`src/rtl/div_pkg.sv`:
```
// rtl/div_pkg.sv - shared types, widths and helpers for the 16x8 sequential divider
package div_pkg;

  typedef enum logic [1:0] {
    IDLE = 2'd0,
    CALC = 2'd1,
    FIX  = 2'd2
  } state_t;

  // One restoring iteration per dividend bit; not meant to be changed.
  localparam int ITER   = 16;
  localparam int CNT_W  = $clog2(ITER);
  localparam logic [CNT_W-1:0] CNT_LAST = CNT_W'(ITER - 1);

  localparam int MAG_W  = 16;  // dividend / quotient magnitude width
  localparam int PREM_W = 9;   // partial remainder width
  localparam int DIV_W  = 8;   // divisor width

  localparam logic [7:0] DBZ_QUOTIENT = 8'hFF;

  // Absolute value when the operand is treated as signed; -32768 stays 0x8000.
  function automatic logic [MAG_W-1:0] mag16(input logic [MAG_W-1:0] v, input logic s);
    return (s && v[MAG_W-1]) ? (~v + 16'd1) : v;
  endfunction

  // Absolute value of the divisor when signed; -128 stays 0x80.
  function automatic logic [DIV_W-1:0] mag8(input logic [DIV_W-1:0] v, input logic s);
    return (s && v[DIV_W-1]) ? (~v + 8'd1) : v;
  endfunction

endpackage

```
`src/rtl/divider_16x8_seq_if.sv`:
```
// rtl/divider_16x8_seq_if.sv - request/result bundle of the sequential divider
interface divider_16x8_seq_if;

  logic        Start;
  logic        Sign;
  logic [15:0] Dividend;
  logic [7:0]  Divisor;
  logic [7:0]  Quotient;
  logic [7:0]  Remainder;
  logic        Overflow;
  logic        Div_By_Zero;
  logic        Busy;
  logic        Done;

  // Requester side: issues operands, observes results.
  modport master (
    output Start, Sign, Dividend, Divisor,
    input  Quotient, Remainder, Overflow, Div_By_Zero, Busy, Done
  );

  // Divider side.
  modport slave (
    input  Start, Sign, Dividend, Divisor,
    output Quotient, Remainder, Overflow, Div_By_Zero, Busy, Done
  );

endinterface

```
`src/rtl/div_restore_step.sv`:
```
// rtl/div_restore_step.sv - one restoring division step (shift, trial subtract, keep)
module div_restore_step
  import div_pkg::*;
(
  input  logic [PREM_W-1:0] i_prem,
  input  logic              i_bit,
  input  logic [DIV_W-1:0]  i_divisor,
  output logic [PREM_W-1:0] o_prem,
  output logic              o_qbit
);

  logic [PREM_W:0]   w_wide;
  logic [PREM_W-1:0] w_shift;
  logic              w_ge;

  // Shift in the next dividend bit and keep the difference only if it does not go negative.
  always_comb begin
    w_wide  = {i_prem, i_bit};
    w_shift = w_wide[PREM_W-1:0];
    w_ge    = (w_wide >= {2'b00, i_divisor});
    o_qbit  = w_ge;
    o_prem  = w_ge ? (w_shift - {1'b0, i_divisor}) : w_shift;
  end

endmodule

```
`src/rtl/divider_16x8_seq.sv`:
```
// rtl/divider_16x8_seq.sv - iterative restoring 16/8 divider, signed or unsigned per request
module divider_16x8_seq
  import div_pkg::*;
(
  input  logic               Clk,
  input  logic               Rst,
  divider_16x8_seq_if.slave  bus
);

  state_t             r_state;
  logic [CNT_W-1:0]   r_cnt;
  logic [MAG_W-1:0]   r_q;       // dividend magnitude shifting out, quotient shifting in
  logic [PREM_W-1:0]  r_prem;
  logic [DIV_W-1:0]   r_div;
  logic               r_sign;
  logic               r_qneg;
  logic               r_rneg;
  logic               r_dbz;
  logic [7:0]         r_quot;
  logic [7:0]         r_rem;
  logic               r_ovf;
  logic               r_dbz_out;
  logic               r_busy;
  logic               r_done;

  logic [PREM_W-1:0]  w_prem_nxt;
  logic               w_qbit;
  logic [7:0]         w_quot;
  logic [7:0]         w_rem;
  logic               w_ovf;

  div_restore_step u_step (
    .i_prem    (r_prem),
    .i_bit     (r_q[MAG_W-1]),
    .i_divisor (r_div),
    .o_prem    (w_prem_nxt),
    .o_qbit    (w_qbit)
  );

  // Sign fix-up and range check on the finished magnitudes; low byte of the negation is enough.
  always_comb begin
    w_quot = r_qneg ? (8'd0 - r_q[7:0]) : r_q[7:0];
    w_rem  = r_rneg ? (8'd0 - r_prem[7:0]) : r_prem[7:0];
    if (r_sign) begin
      w_ovf = r_qneg ? (r_q > 16'd128) : (r_q > 16'd127);
    end else begin
      w_ovf = (r_q > 16'd255);
    end
  end

  // Control FSM: capture operands, iterate, then publish results with a one-cycle Done.
  always_ff @(posedge Clk) begin
    if (Rst) begin
      r_state   <= IDLE;
      r_cnt     <= '0;
      r_q       <= '0;
      r_prem    <= '0;
      r_div     <= '0;
      r_sign    <= 1'b0;
      r_qneg    <= 1'b0;
      r_rneg    <= 1'b0;
      r_dbz     <= 1'b0;
      r_quot    <= '0;
      r_rem     <= '0;
      r_ovf     <= 1'b0;
      r_dbz_out <= 1'b0;
      r_busy    <= 1'b0;
      r_done    <= 1'b0;
    end else begin
      case (r_state)
        IDLE: begin
          r_done <= 1'b0;
          if (bus.Start) begin
            r_busy <= 1'b1;
            r_sign <= bus.Sign;
            r_qneg <= bus.Sign & (bus.Dividend[15] ^ bus.Divisor[7]);
            r_rneg <= bus.Sign & bus.Dividend[15];
            r_div  <= mag8(bus.Divisor, bus.Sign);
            r_prem <= '0;
            r_cnt  <= '0;
            if (bus.Divisor == 8'd0) begin
              // Raw dividend is kept so its low byte can be returned as the remainder.
              r_dbz   <= 1'b1;
              r_q     <= bus.Dividend;
              r_state <= FIX;
            end else begin
              r_dbz   <= 1'b0;
              r_q     <= mag16(bus.Dividend, bus.Sign);
              r_state <= CALC;
            end
          end
        end
        CALC: begin
          r_prem <= w_prem_nxt;
          r_q    <= {r_q[MAG_W-2:0], w_qbit};
          r_cnt  <= r_cnt + 1'b1;
          if (r_cnt == CNT_LAST) begin
            r_state <= FIX;
          end
        end
        FIX: begin
          if (r_dbz) begin
            r_quot    <= DBZ_QUOTIENT;
            r_rem     <= r_q[7:0];
            r_ovf     <= 1'b0;
            r_dbz_out <= 1'b1;
          end else begin
            r_quot    <= w_quot;
            r_rem     <= w_rem;
            r_ovf     <= w_ovf;
            r_dbz_out <= 1'b0;
          end
          r_done  <= 1'b1;
          r_busy  <= 1'b0;
          r_state <= IDLE;
        end
        default: begin
          r_state <= IDLE;
        end
      endcase
    end
  end

  assign bus.Quotient    = r_quot;
  assign bus.Remainder   = r_rem;
  assign bus.Overflow    = r_ovf;
  assign bus.Div_By_Zero = r_dbz_out;
  assign bus.Busy        = r_busy;
  assign bus.Done        = r_done;

endmodule

```
`src/flat_wrapper.sv`:
```
// flat-port wrapper written by rule: the top's interface ports become plain ports
module divider_16x8_seq_flat import div_pkg::*;
  (Clk, Rst, bus_Start, bus_Sign, bus_Dividend, bus_Divisor, bus_Quotient, bus_Remainder, bus_Overflow, bus_Div_By_Zero, bus_Busy, bus_Done);
  divider_16x8_seq_if bus_i ();
  input  logic Clk;
  input  logic Rst;
  input wire logic [$bits(bus_i.Start)-1:0] bus_Start;
  input wire logic [$bits(bus_i.Sign)-1:0] bus_Sign;
  input wire logic [$bits(bus_i.Dividend)-1:0] bus_Dividend;
  input wire logic [$bits(bus_i.Divisor)-1:0] bus_Divisor;
  output wire logic [$bits(bus_i.Quotient)-1:0] bus_Quotient;
  output wire logic [$bits(bus_i.Remainder)-1:0] bus_Remainder;
  output wire logic [$bits(bus_i.Overflow)-1:0] bus_Overflow;
  output wire logic [$bits(bus_i.Div_By_Zero)-1:0] bus_Div_By_Zero;
  output wire logic [$bits(bus_i.Busy)-1:0] bus_Busy;
  output wire logic [$bits(bus_i.Done)-1:0] bus_Done;
  assign bus_i.Start = bus_Start;
  assign bus_i.Sign = bus_Sign;
  assign bus_i.Dividend = bus_Dividend;
  assign bus_i.Divisor = bus_Divisor;
  assign bus_Quotient = bus_i.Quotient;
  assign bus_Remainder = bus_i.Remainder;
  assign bus_Overflow = bus_i.Overflow;
  assign bus_Div_By_Zero = bus_i.Div_By_Zero;
  assign bus_Busy = bus_i.Busy;
  assign bus_Done = bus_i.Done;
  divider_16x8_seq u_core (.Clk(Clk), .Rst(Rst), .bus(bus_i));
endmodule
```
`config.mk`:
```
export PLATFORM = sky130hd
export DESIGN_NAME = divider_16x8_seq_flat
export DESIGN_NICKNAME = d
export VERILOG_FILES = /design/src/rtl/div_pkg.sv /design/src/rtl/divider_16x8_seq_if.sv /design/src/rtl/div_restore_step.sv /design/src/rtl/divider_16x8_seq.sv /design/src/flat_wrapper.sv
export SDC_FILE = /design/constraint.sdc
export NUM_CORES = 1
export LEC_CHECK = 0
export ABC_AREA = 0
export BUFFER_PORTS_ARGS = -buffer_cell sky130_fd_sc_hd__buf_2
export CAP_MARGIN = 10
export CORE_UTILIZATION = 40
export CTS_CLUSTER_SIZE = 12
export DETAILED_ROUTE_END_ITERATION = 10
export GPL_ROUTABILITY_DRIVEN = 0
export PLACE_DENSITY_LB_ADDON = 0.15
export SLEW_MARGIN = 20
export SYNTH_ARGS = -nofsm -noshare
export SYNTH_HDL_FRONTEND = slang
export SYNTH_SLANG_ARGS = --single-unit
```
`constraint.sdc`:
```
create_clock -name Clk -period 2.1 [get_ports Clk]
set_input_delay 0.105 -clock Clk [delete_from_list [all_inputs] [get_ports Clk]]
set_output_delay 0.105 -clock Clk [all_outputs]
set_load 0.01 [all_outputs]
```
After elaboration in Yosys (flattened, before gate mapping)
Index checks and enable logic that the tools add are counted.

Register bits after elaboration: 63. Logic and storage cells: 71.

Add/subtract/negate cells: 6. Order comparisons: 4. Equality and inequality tests: 5. Multiplexer cells: 26. Bitwise operators: 5. Reductions and logical operators: 10.

Operator list (count): 2-to-1 mux 16 bit (3); 2-to-1 mux 8 bit (5); > comparator 16 x 8 -> 1 bit (second input constant) (2); case mux 16 bit (2 select lines) (1); 2-to-1 mux 9 bit (2); case mux 9 bit (2 select lines) (1); adder 16 x 1 -> 16 bit (second input constant) (1); > comparator 16 x 7 -> 1 bit (second input constant) (1); inverter 16 bit (1); subtractor 1 x 8 -> 8 bit (first input constant) (2); >= comparator 10 x 8 -> 1 bit (1); subtractor 9 x 8 -> 9 bit (1); adder 8 x 1 -> 8 bit (second input constant) (1); logical NOT 8 bit (1); inverter 8 bit (1); case mux 4 bit (2 select lines) (1); AND reduction 2 bit (4); 2-to-1 mux 1 bit (6); 2-to-1 mux 2 bit (3); adder 4 x 1 -> 4 bit (second input constant) (1); == test 4 bit (second input constant) (1); 2-to-1 mux 4 bit (1); case mux 1 bit (2 select lines) (2); case mux 2 bit (2 select lines) (1); other kinds (9) (12).

Depth between registers and ports, before layout
Gate-level depths: netlist of run 1.

Word-level depth: 6. Gate-level depth with buffers: 10. Mapped depth without buffers: 9.

By module
A second synthesis of run 1 with hierarchy kept.

Cells, all modules: 476. Area, all modules: 3868.7 um^2.

Modules (own cells, without submodules): divider_16x8_seq (instances 1, cells each 401, area each 3345.7 um^2, sequential area each 1261.2 um^2); div_restore_step (instances 1, cells each 75, area each 523.0 um^2, sequential area each 0.0 um^2).

Least setup slack after synthesis of run 1
OpenSTA, ideal clock, no wires.

Path type: reg2reg. From: register u_core.r_q[15]. To: register u_core.r_prem[3]. Setup time: 0.126 ns. Arrival time: 1.839 ns. Data required time: 1.974 ns. Setup slack: 0.135 ns. Stages on the path, launching flop included: 11. Clock period less this slack: 1.965 ns. Cells stage by stage: dfxtp_1 inv_1 ha_1 inv_1 fa_1 nand3_1 a31oi_1 nor4_2 buf_4 mux2i_1 o21ai_0.

Word-level cells in the longest chain between the ends: 3. Elaborated cells between the ends (all ways): 4. Those cells by class: add/sub: 1; order compare: 1; mux: 2.

Ends and longest elaborated chain: from (decl) (RTL line divider_16x8_seq.sv:12) `logic [MAG_W-1:0] r_q;`; from (signal assigned) (RTL line divider_16x8_seq.sv:84) `r_q <= bus.Dividend;`; from (signal assigned) (RTL line divider_16x8_seq.sv:88) `r_q <= mag16(bus.Dividend, bus.Sign);`; from (signal assigned) (RTL line divider_16x8_seq.sv:95) `r_q <= {r_q[MAG_W-2:0], w_qbit};`; subtractor 9 x 8 -> 9 bit or >= comparator 10 x 8 -> 1 bit (tied branches) (RTL line div_restore_step.sv:22, div_restore_step.sv:20); 2-to-1 mux 9 bit * (RTL line div_restore_step.sv:22) `o_prem = w_ge ? (w_shift - {1'b0, i_divisor}) : w_shift;`; case mux 9 bit (2 select lines) * (RTL line divider_16x8_seq.sv:70) `case (r_state)`; to (signal assigned) (RTL line divider_16x8_seq.sv:94) `r_prem <= w_prem_nxt;`; to (decl) (RTL line divider_16x8_seq.sv:13) `logic [PREM_W-1:0] r_prem;`.

Mark *: on every way between the ends. The rest lies on a longest branch, timed or not. A chain may end at the register's enable or synchronous reset.

Worst setup path after layout of run 1
From: register u_core.r_div[2]. To: register u_core.r_prem[7].

Word-level cells in the longest chain between the ends: 3. Elaborated cells between the ends (all ways): 4. Those cells by class: add/sub: 1; order compare: 1; mux: 2.

Ends and longest elaborated chain: from (decl) (RTL line divider_16x8_seq.sv:14) `logic [DIV_W-1:0] r_div;`; from (signal assigned) (RTL line divider_16x8_seq.sv:78) `r_div <= mag8(bus.Divisor, bus.Sign);`; subtractor 9 x 8 -> 9 bit or >= comparator 10 x 8 -> 1 bit (tied branches) (RTL line div_restore_step.sv:22, div_restore_step.sv:20); 2-to-1 mux 9 bit * (RTL line div_restore_step.sv:22); case mux 9 bit (2 select lines) * (RTL line divider_16x8_seq.sv:70).

Marks and branches as above.

==> flow_metrics.py, run 1 <==
metrics = {
    "sta": {
        "slew_headroom_pct": 65.5,
        "hold_viol": 0,
        "rsz0062_at_grt": "no",
        "post-route-period-util_pct": 94.5,
        "tightest_slew_ns": 0.516,
        "final-max-slew-violation-count": 0,
        "setup_viol": 0,
        "hold_ws_ns": 0.0543,
        "max_freq_mhz": 504,
        "fin_skew_ns": 0.00948,
        "period_minus_slack_ns": 1.98,
    },
    "floorplan": {
        "die-area_sq_um": 9860,
        "die_y_microns": 99.3,
        "initial_utilization_pct": 41.2,
        "core_sq_um": 9200,
        "die_w_microns": 99.3,
        "ios": 48,
        "rows": 35,
    },
    "outcome": {
        "status": "completed",
    },
    "detailed_routing": {
        "initialDrtViolationCount": 173,
        "vias": 3597,
        "routed_wl_microns": 9540,
        "vias_per_cell": 5.50,
        "wire_per_inst_microns": 14.6,
        "drcViolationCount": 0,
        "ant_nets": 0,
        "drt_pre_antenna_iters": 4,
    },
    "final_layout": {
        "drive_above_1_share_pct": 21.2,
        "seq_area_sq_um": 1260,
        "utilization_pct": 49.4,
        "layout.nets": 581,
        "multiInputGateArea_sq_um": 2380,
        "final_cells": 654,
        "antenna_cells": 0,
        "fillCellCount": 935,
        "area_delta_synth_final_pct": 20.0,
    },
    "synthesis": {
        "synth_common_cells": "dfxtp_1, nand2_1, nor2_1",
        "ys.flop_type": "dfxtp_1",
        "yosysMostFrequentCell": "dfxtp_1",
        "synthArstFlopShare_pct": 0,
        "syn_nets": 521,
        "ys_seq_area_share_pct": 33.3,
        "synth-edff-count": 0,
        "yosys_warnings": 0,
        "yosysTopAreaCellShare_pct": 33.3,
        "ys_ff_latch": 63,
        "syn-mean-instance-area_sq_um": 7.90,
        "synth_top_cell_by_area": "dfxtp_1",
        "netlist_area_sq_um": 3780,
        "yosysUniqueCellTypes": 59,
        "synth_area_leaders": "dfxtp_1, nand2_1, nor2_1",
        "synthCells": 479,
    },
    "setup_path": {
        "cp.depth": 7,
        "cp_num_buf_inv": 1,
        "required_ns": 2.39,
        "worst_r2r_path_depth": 7,
        "crit_path_start_kind": "flop",
        "crit_path_end_kind": "flop",
        "cp_cell_sequence": "inv_1 -> ha_2 -> or2_4 -> o221a_1 -> or4b_1 -> a311o_1 -> nand2_1",
        "crit_family": "simple AND/OR/NAND/NOR gates",
        "crit_path_max_incr_delay_ns": 0.51,
        "crit_slowest_cell": "or4b_1",
        "cp.arrival_ns": 2.27,
        "worstSetupPathType": "flop to flop",
        "worstPathMaxFanout": 4,
    },
    "cts": {
        "cts_max_level": 3,
        "clk_pin_slew_ns": 0.07,
        "numCtsBuffers": 9,
        "cts_tree": "done",
        "cts_buffer_depth": 2,
        "clk_latency_ns": 0.34,
        "clock-sinks": 63,
        "cts_hold_buffers": 0,
        "clock-root-buffer": "clkbuf_8",
    },
    "placed_design": {
        "numPortBuffers": 47,
        "dp_hpwl_microns": 7230,
        "place_inst": 637,
    },
    "power": {
        "leakagePower_nw": 1.81,
        "peakVddDrop_mv": 0.379,
        "power_per_cell_area_nw_per_um2": 980,
    },
    "global_route": {
        "grt_pass1_vias": 3321,
        "grt_pass1_wl_microns": 15900,
        "antenna_found_initial": 0,
        "grt_overflow": 0,
        "grt_max_degree": 27,
        "grt_use_total_pct": 20.1,
    },
    "min_path": {
        "hold_class": "primary input to flop",
        "hold_depth": 3,
    },
    "flow_run": {
        "drv_cap": 0,
    },
}
final timing paths:
kind,start,end,slack [ns]
setup / recovery,u_core.r_div[2],u_core.r_prem[7],0.12
hold / removal,bus_Divisor[0],u_core.r_div[0],0.05
setup reg to reg,u_core.r_div[2],u_core.r_prem[7],0.12
hold reg to reg,u_core.bus.Remainder[1],u_core.bus.Remainder[1],0.45
cells by family after synthesis:
family          count (synthesis)  share of synthesized area, %
fa+ha+maj                      14                          4.83
buf+inv                        50                          5.29
xor+xnor                       33                          7.64
compound gates                134                          23.5
flops                          63                          33.3
mux                            10                          2.68
simple gates                  175                          22.8
worst reg2reg max path, cell delays in order, from the launching register on:
cell	delay (ns)
dfxtp_2	0.33
inv_1	0.04
ha_2	0.20
or2_4	0.26
o221a_1	0.27
or4b_1	0.51
a311o_1	0.27
nand2_1	0.05
final cells by class:
class	instances	share of cell area, %
flip-flops and latches	63	27.8
clock buffers	12	3.20
clock inverters	3	1.49
inverters	22	1.82
multi-input cells	366	52.4
well taps	111	3.06
repair buffers	77	10.2
sequential cells by signal (all words and copies together) (netlist names):
register	cells
u_core.r_q	16
u_core.r_prem	9
u_core.bus.Quotient	8
u_core.bus.Remainder	8
u_core.r_div	8
u_core.r_cnt	4
u_core.r_state	2
u_core.bus.Busy	1
u_core.bus.Div_By_Zero	1
u_core.bus.Done	1
u_core.bus.Overflow	1
u_core.r_dbz	1
u_core.r_qneg	1
u_core.r_rneg	1
u_core.r_sign	1
metal layers:
metal | vias up | global-route usage, % | wire length, microns
met2 | 81 | 33.2 | 4300
met5 | - | 0 | 0
met4 | 0 | 7.24 | 131
met3 | 11 | 3.72 | 463
li1 | 1836 | - | -
met1 | 1669 | 26.4 | 4640
power by group:
group / total, mW / internal, mW / leakage [nW] / switching, mW
logic: 1.82 / 0.858 / 1.19 / 0.965
registers: 1.47 / 1.33 / 0.516 / 0.131
clock network: 1.16 / 0.696 / 0.103 / 0.465
placed cells by master (no fill, tap or decap), types with 4 or more instances in the layout:
cell type	n
nand2b_1	11
a22oi_1	7
inv_1	20
nor3_1	14
xor2_1	14
clkbuf_8	10
a31oi_1	4
a2111oi_0	5
o31ai_1	7
nor2b_1	5
o22ai_1	12
a21oi_1	32
dfxtp_1	61
o211ai_1	4
o21ai_0	24
mux2i_1	9
ha_1	9
nor2_1	52
nand3_1	6
nor4_1	4
buf_2	47
a211oi_1	10
xnor2_1	19
buf_4	29
nand4_1	4
nand2_1	54
metrics by stage:
| stage | area (sq um) | total power, mW | setup TNS, ns | setup slack [ns] |
|---|---|---|---|---|
| 2_1_floorplan | 3780 | 2.65 | 0 | 0.135 |
| 3_3_place_gp | 4250 | 3.12 | -0.00758 | -0.00407 |
| 3_5_place_dp | 4250 | 3.16 | -0.0801 | -0.0349 |
| 4_1_cts | 4480 | 4.36 | 0 | 0.0343 |
| 5_1_grt | 4540 | 4.73 | 0 | 0.00770 |
| 6_report | 4540 | 4.45 | 0 | 0.116 |
timing repair:
item	in CTS	in global routing
endpoints found under the setup margin	3	8
pin swaps	1	6
resized for setup	2	17
buffers inserted	1	1
(Power assumes the default switching activity.)
==> run 2, diff against run 1 <==
CELL_PAD_IN_SITES_DETAIL_PLACEMENT = 2   (was default)
CELL_PAD_IN_SITES_GLOBAL_PLACEMENT = 2   (was default)
CORE_UTILIZATION = 31   (was 40)
==> run 2 against run 1 <==
Net effect:
- clock skew shrank 0.0042 ns
- first-iteration DRC count down 29%
- critical path type unchanged
- sequential share of layout area down 1.3 points
- combinational power up 12%
- core utilization shrank 8.5 points
- largest cell class unchanged
- worst setup slack got worse by 0.059 ns
- sequential power barely moved
- clock-buffer cell count fell by 1
- die area grew 28%
==> flow_metrics.py, run 2 (synthesis results as in run 1) <==
metrics = {
    "outcome": {
        "status": "completed",
    },
    "setup_path": {
        "crit-reg2reg-launch": "u_core.r_div[2]",
        "r2r-end": "u_core.r_prem[7]",
        "worst_r2r_path_depth": 7,
        "ff2ff_setup_slack_ns": 0.06,
        "worstSetupPathType": "flop to flop",
        "required_ns": 2.38,
        "crit_path_end_kind": "flop",
        "crit_path_start_kind": "flop",
        "cp.arrival_ns": 2.32,
        "worstPathMaxFanout": 4,
    },
    "detailed_routing": {
        "drt_pre_antenna_iters": 4,
        "vias": 3811,
        "wire_per_inst_microns": 19.1,
        "initialDrtViolationCount": 123,
        "ant_nets": 0,
        "vias_per_cell": 5.50,
        "drcViolationCount": 0,
        "routed_wl_microns": 13200,
    },
    "min_path": {
        "hold_class": "primary input to flop",
        "worst_hold_path.endpoint": "u_core.r_div[0]",
        "min_from": "bus_Divisor[0]",
        "hold_depth": 3,
    },
    "sta": {
        "setup_viol": 0,
        "hold_viol": 0,
        "fin_skew_ns": 0.00532,
        "final.setup.tns_ns": 0,
        "slew_headroom_pct": 43.0,
        "max_freq_mhz": 490,
        "tightest_slew_ns": 0.851,
        "rsz0062_at_grt": "no",
        "final-max-slew-violation-count": 0,
        "period_minus_slack_ns": 2.04,
        "hold_ws_ns": 0.0673,
        "post-route-period-util_pct": 97.3,
    },
    "final_layout": {
        "final_common_cell": "dfxtp_1",
        "drive_above_1_share_pct": 23.1,
        "utilization_pct": 40.9,
        "top_register": "u_core.r_q",
        "largest_register_ffs": 16,
        "layout.nets": 587,
        "area_delta_synth_final_pct": 25.9,
        "layout_common_cells": "dfxtp_1, nand2_1, nor2_1",
        "largest_registers": "u_core.r_q: 16 flops, u_core.r_prem: 9 flops",
        "antenna_cells": 0,
        "fillCellCount": 1360,
    },
    "global_route": {
        "grt_overflow": 0,
        "grt_pass1_vias": 4153,
        "antenna_found_initial": 0,
        "grt_use_total_pct": 22.4,
        "grt_pass1_wl_microns": 21800,
        "grt_max_degree": 24,
    },
    "floorplan": {
        "ios": 48,
        "core_sq_um": 11700,
        "die_w_microns": 112,
        "rows": 39,
        "die_y_microns": 112,
        "die-area_sq_um": 12700,
        "initial_utilization_pct": 32.5,
    },
    "cts": {
        "cts_max_level": 3,
        "cts_buffer_depth": 2,
        "clock-root-buffer": "clkbuf_16",
        "cts_tree": "done",
        "numCtsBuffers": 9,
        "clk_pin_slew_ns": 0.05,
        "cts_hold_buffers": 0,
        "clk_latency_ns": 0.34,
        "clock-sinks": 63,
    },
    "power": {
        "total_power_mw": 5.19,
        "swShare_pct": 34.8,
        "peakVddDrop_mv": 0.456,
        "clkPwrFrac_pct": 32.1,
        "power_per_cell_area_nw_per_um2": 1090,
        "p_sw_mw": 1.81,
        "seqPwrFrac_pct": 28.7,
        "intPower_mw": 3.38,
        "combPwrFrac_pct": 39.2,
        "leakagePower_nw": 1.90,
    },
    "flow_run": {
        "drv_cap": 0,
    },
    "placed_design": {
        "dp_hpwl_microns": 9880,
        "numPortBuffers": 47,
    },
}
[run 2: changes by cell type in the layout (fill, tap and decap cells not counted), sizes merged]
cell / before / now
buf: 77 / 83
clkbuf: 12 / 11
clkinv: 0 / 1
clkinvlp: 1 / 2
[run 2: worst max path at each step]
| stage | endpoint | cells past startpoint | from |
|---|---|---|---|
| final | u_core.r_prem[7] | 7 | u_core.r_div[2] |
| after global routing | u_core.r_prem[7] | 7 | u_core.r_div[2] |
| after CTS | u_core.r_prem[7] | 7 | u_core.r_div[1] |
| after detailed placement | u_core.r_prem[6] | 10 | u_core.r_q[15] |
| after global placement | u_core.r_prem[4] | 10 | u_core.r_q[15] |
| after floorplan | u_core.r_prem[3] | 10 | u_core.r_q[15] |
[run 2: repair_timing]
| item | CTS | global route |
|---|---|---|
| cloned | 0 | 0 |
| gates resized for setup | 11 | 15 |
| buffers inserted | 3 | 1 |
| endpoints found under the hold margin | 0 | 0 |
| pin swaps | 4 | 5 |
| setup endpoints to repair | 8 | 8 |
[run 2: layout make-up]
cell class,instances,area [sq um],area share (%)
clock buffer,11,253,5.30
clock inverter,5,80.1,1.68
inverter,22,82.6,1.73
multi-input combinational,366,2390,50.1
sequential,63,1270,26.6
tap,143,179,3.75
timing repair buffer,83,517,10.8
[run 2: metrics by stage]
stage	setup slack, ns	area, sq um	std cells
after floorplan	0.135	3780	479
after global placement	0.0516	4320	673
after detailed placement	-0.0691	4320	673
after CTS	0.00718	4710	692
after global routing	0.00119	4770	693
final	0.0572	4770	693
[run 2: power groups by stage]
stage | clock (mW) | sequential (mW) | combinational [mW]
2_1_floorplan | 0 | 1.47 | 1.18
3_3_place_gp | 0 | 1.49 | 1.72
3_5_place_dp | 0 | 1.50 | 1.80
4_1_cts | 1.71 | 1.48 | 1.95
5_1_grt | 1.75 | 1.51 | 2.23
6_report | 1.67 | 1.49 | 2.03
[run 2: critical path, stage by stage (launching register included)]
cell and delay, ns:
dfxtp_2 0.33, inv_1 0.06, ha_4 0.17, or2_1 0.24
o221a_1 0.26, or4b_4 0.53, a311o_1 0.33, nand2_1 0.06
[run 2: routing by layer]
metal | share of wire, % | track usage, %
met1 | 45 | 26.1
met2 | 52 | 41.2
met3 | 2.6 | 4.97
met4 | 1.1 | 6.40
met5 | 0 | 0
==> run 3, diff against run 2 <==
REMOVE_ABC_BUFFERS = 1   (was default)
SYNTH_HIERARCHICAL = 1   (was default)
==> run 3 against run 2 <==
Net effect:
- the flow now finishes with violations (negative setup slack)
- core utilization increased by 0.54 points
- maximum frequency shrank 13%
- register-to-register slack lost 0.31 ns
- clock skew is 0.0019 ns higher
- first-iteration DRC count up 40%
- sequential power shrank 7%
- global-route usage rose by 0.42 points
- synthesized cell count down 0.63%
- sequential cell count stayed put
- hold slack improved by 0.0050 ns
- clock power down 10%
- wire length increased by 8.3%
- critical path type unchanged
==> flow_metrics.py, run 3 <==
metrics = {
    "sta": {
        "hold_viol": 0,
        "period_minus_slack_ns": 2.35,
        "rsz0062_at_grt": "yes",
        "tightest_slew_ns": 0.858,
        "final-max-slew-violation-count": 0,
        "setup_viol": 9,
        "post-route-period-util_pct": 112,
        "final.setup.tns_ns": -1.05,
        "worst_slack_ns": -0.249,
        "fin_skew_ns": 0.00726,
        "slew_headroom_pct": 42.7,
        "max_freq_mhz": 426,
    },
    "power": {
        "seqPwrFrac_pct": 30.2,
        "swShare_pct": 33.6,
        "p_sw_mw": 1.55,
        "power_per_cell_area_nw_per_um2": 920,
        "peakVddDrop_mv": 0.330,
        "clkPwrFrac_pct": 32.5,
        "combPwrFrac_pct": 37.4,
        "intPower_mw": 3.06,
        "leakagePower_nw": 1.95,
    },
    "setup_path": {
        "crit_path_start_kind": "flop",
        "crit_path_max_incr_delay_ns": 0.37,
        "cp_cell_sequence": "inv_1 -> ha_1 -> nand4_1 -> buf_4 -> a21oi_4 -> nor4b_4 -> buf_6 -> nor2b_4 -> a41oi_2 -> a22oi_1 -> nor2_1",
        "cp_num_buf_inv": 3,
        "crit_family": "simple AND/OR/NAND/NOR gates",
        "cp.arrival_ns": 2.55,
        "worstPathMaxFanout": 5,
        "required_ns": 2.30,
        "worstSetupPathType": "flop to flop",
        "crit_path_end_kind": "flop",
        "crit_slowest_cell": "dfxtp_1",
    },
    "global_route": {
        "grt_pass1_wl_microns": 22800,
        "grt_overflow": 0,
        "antenna_found_initial": 0,
        "grt_pass1_vias": 4259,
        "grt_use_total_pct": 22.9,
        "grt_max_degree": 50,
    },
    "synthesis": {
        "synth_area_leaders": "dfxtp_1, a21oi_1, ha_1",
        "synth-edff-count": 0,
        "synth_top_cell_by_area": "dfxtp_1",
        "synthCells": 476,
        "ys_ff_latch": 63,
        "yosysUniqueCellTypes": 70,
        "synthArstFlopShare_pct": 0,
        "yosysTopAreaCellShare_pct": 32.6,
        "syn-mean-instance-area_sq_um": 8.13,
        "yosys_warnings": 6,
        "synth_common_cells": "dfxtp_1, nor2_1, nand2_1",
        "netlist_area_sq_um": 3870,
        "ys.flop_type": "dfxtp_1",
        "ys_seq_area_share_pct": 32.6,
        "yosysMostFrequentCell": "dfxtp_1",
    },
    "placed_design": {
        "dp_hpwl_microns": 10100,
        "place_inst": 706,
        "post-place-ws_ns": -0.310,
        "numPortBuffers": 47,
    },
    "flow_run": {
        "drv_cap": 0,
    },
    "final_layout": {
        "fillCellCount": 1417,
        "multiInputGateArea_sq_um": 2520,
        "final_common_cell": "dfxtp_1",
        "antenna_cells": 0,
        "layout.nets": 599,
        "largest_registers": "u_core/r_q: 16 flops, u_core/r_prem: 9 flops",
        "seq_area_sq_um": 1260,
        "largest_register_ffs": 16,
        "area_delta_synth_final_pct": 29.6,
        "layout_common_cells": "dfxtp_1, buf_4, buf_2",
        "top_register": "u_core/r_q",
        "drive_above_1_share_pct": 27.0,
        "final_cells": 730,
    },
    "floorplan": {
        "rows": 40,
        "die-area_sq_um": 12900,
        "ios": 48,
        "die_w_microns": 114,
        "core_sq_um": 12100,
        "die_y_microns": 114,
        "initial_utilization_pct": 31.9,
    },
    "detailed_routing": {
        "routed_wl_microns": 14300,
        "initialDrtViolationCount": 172,
        "drt_pre_antenna_iters": 4,
        "ant_nets": 0,
        "vias": 4001,
        "drcViolationCount": 0,
        "vias_per_cell": 5.48,
        "wire_per_inst_microns": 19.6,
    },
    "cts": {
        "cts_buffer_depth": 2,
        "numCtsBuffers": 9,
        "clk_pin_slew_ns": 0.06,
        "cts_hold_buffers": 0,
        "clk_latency_ns": 0.34,
        "cts_tree": "done",
        "cts_max_level": 3,
        "clock-sinks": 63,
        "clock-root-buffer": "clkbuf_16",
    },
    "outcome": {
        "status": "complete, but fails checks",
        "failed_checks": "negative setup slack",
    },
    "min_path": {
        "hold_class": "primary input to flop",
    },
}
[run 3: area by class of cell]
class / instances / area share [%]
clock inverter: 4 / 0.898
inverter: 25 / 1.87
clock buffer: 12 / 4.92
sequential: 63 / 25.2
tap: 168 / 4.19
timing repair buffer: 98 / 12.7
multi-input combinational: 360 / 50.2
[run 3: through the flow]
stage | power, mW | cell area [sq um] | hold WS [ns] | util, %
final | 4.61 | 5010 | 0.0723 | 41.4
after CTS | 4.46 | 4930 | 0.0437 | 40.7
after global routing | 4.83 | 5010 | 0.101 | 41.4
after floorplan | 2.15 | 3740 | 0.174 | -
after global placement | 2.64 | 4510 | 0.399 | 37.3
after detailed placement | 2.70 | 4510 | 0.401 | 37.3
[run 3: what timing repair did]
action	CTS	global route
endpoints found under the setup margin	9	10
pin swaps	12	12
resized for setup	25	13
buffers inserted	4	4
[run 3: final timing paths]
kind	startpoint	endpoint	slack, ns	cells past startpoint
worst max-delay path	u_core/r_div[5]	u_core/r_prem[7]	-0.25	11
worst min-delay path	bus_Divisor[1]	u_core/r_div[1]	0.07	3
worst max register to register	u_core/r_div[5]	u_core/r_prem[7]	-0.25	11
worst min register to register	u_core/bus.Remainder[1]	u_core/bus.Remainder[1]	0.45	2
[run 3: worst register-to-register path, delay by kind of cell (launching register included)]
family / cells / cell delay (ns)
compound gates: 3 / 0.36
buf+inv: 3 / 0.42
flops: 1 / 0.37
fa+ha+maj: 1 / 0.31
simple gates: 4 / 0.75
[run 3: power by group through the flow]
stage	Combinational (mW)	Clock, mW	Sequential (mW)
6_report	1.72	1.50	1.39
5_1_grt	1.85	1.58	1.40
4_1_cts	1.54	1.53	1.39
3_5_place_dp	1.29	0	1.41
3_3_place_gp	1.24	0	1.40
2_1_floorplan	0.753	0	1.40
[run 3: kinds of logic after synthesis]
kind of cell    synth area share, %
simple gates                   23.9
compound gates                 27.6
flops                          32.6
buf+inv                        5.63
xor+xnor                       4.30
fa+ha+maj                      4.72
mux                            1.33
[run 3: routing by layer]
metal,vias up,part of all wire [%],GRT usage [%]
met2,76,49,39.8
met4,0,1.6,6.58
li1,1932,-,-
met3,18,3.0,2.55
met1,1975,46,29.8
met5,-,0,0
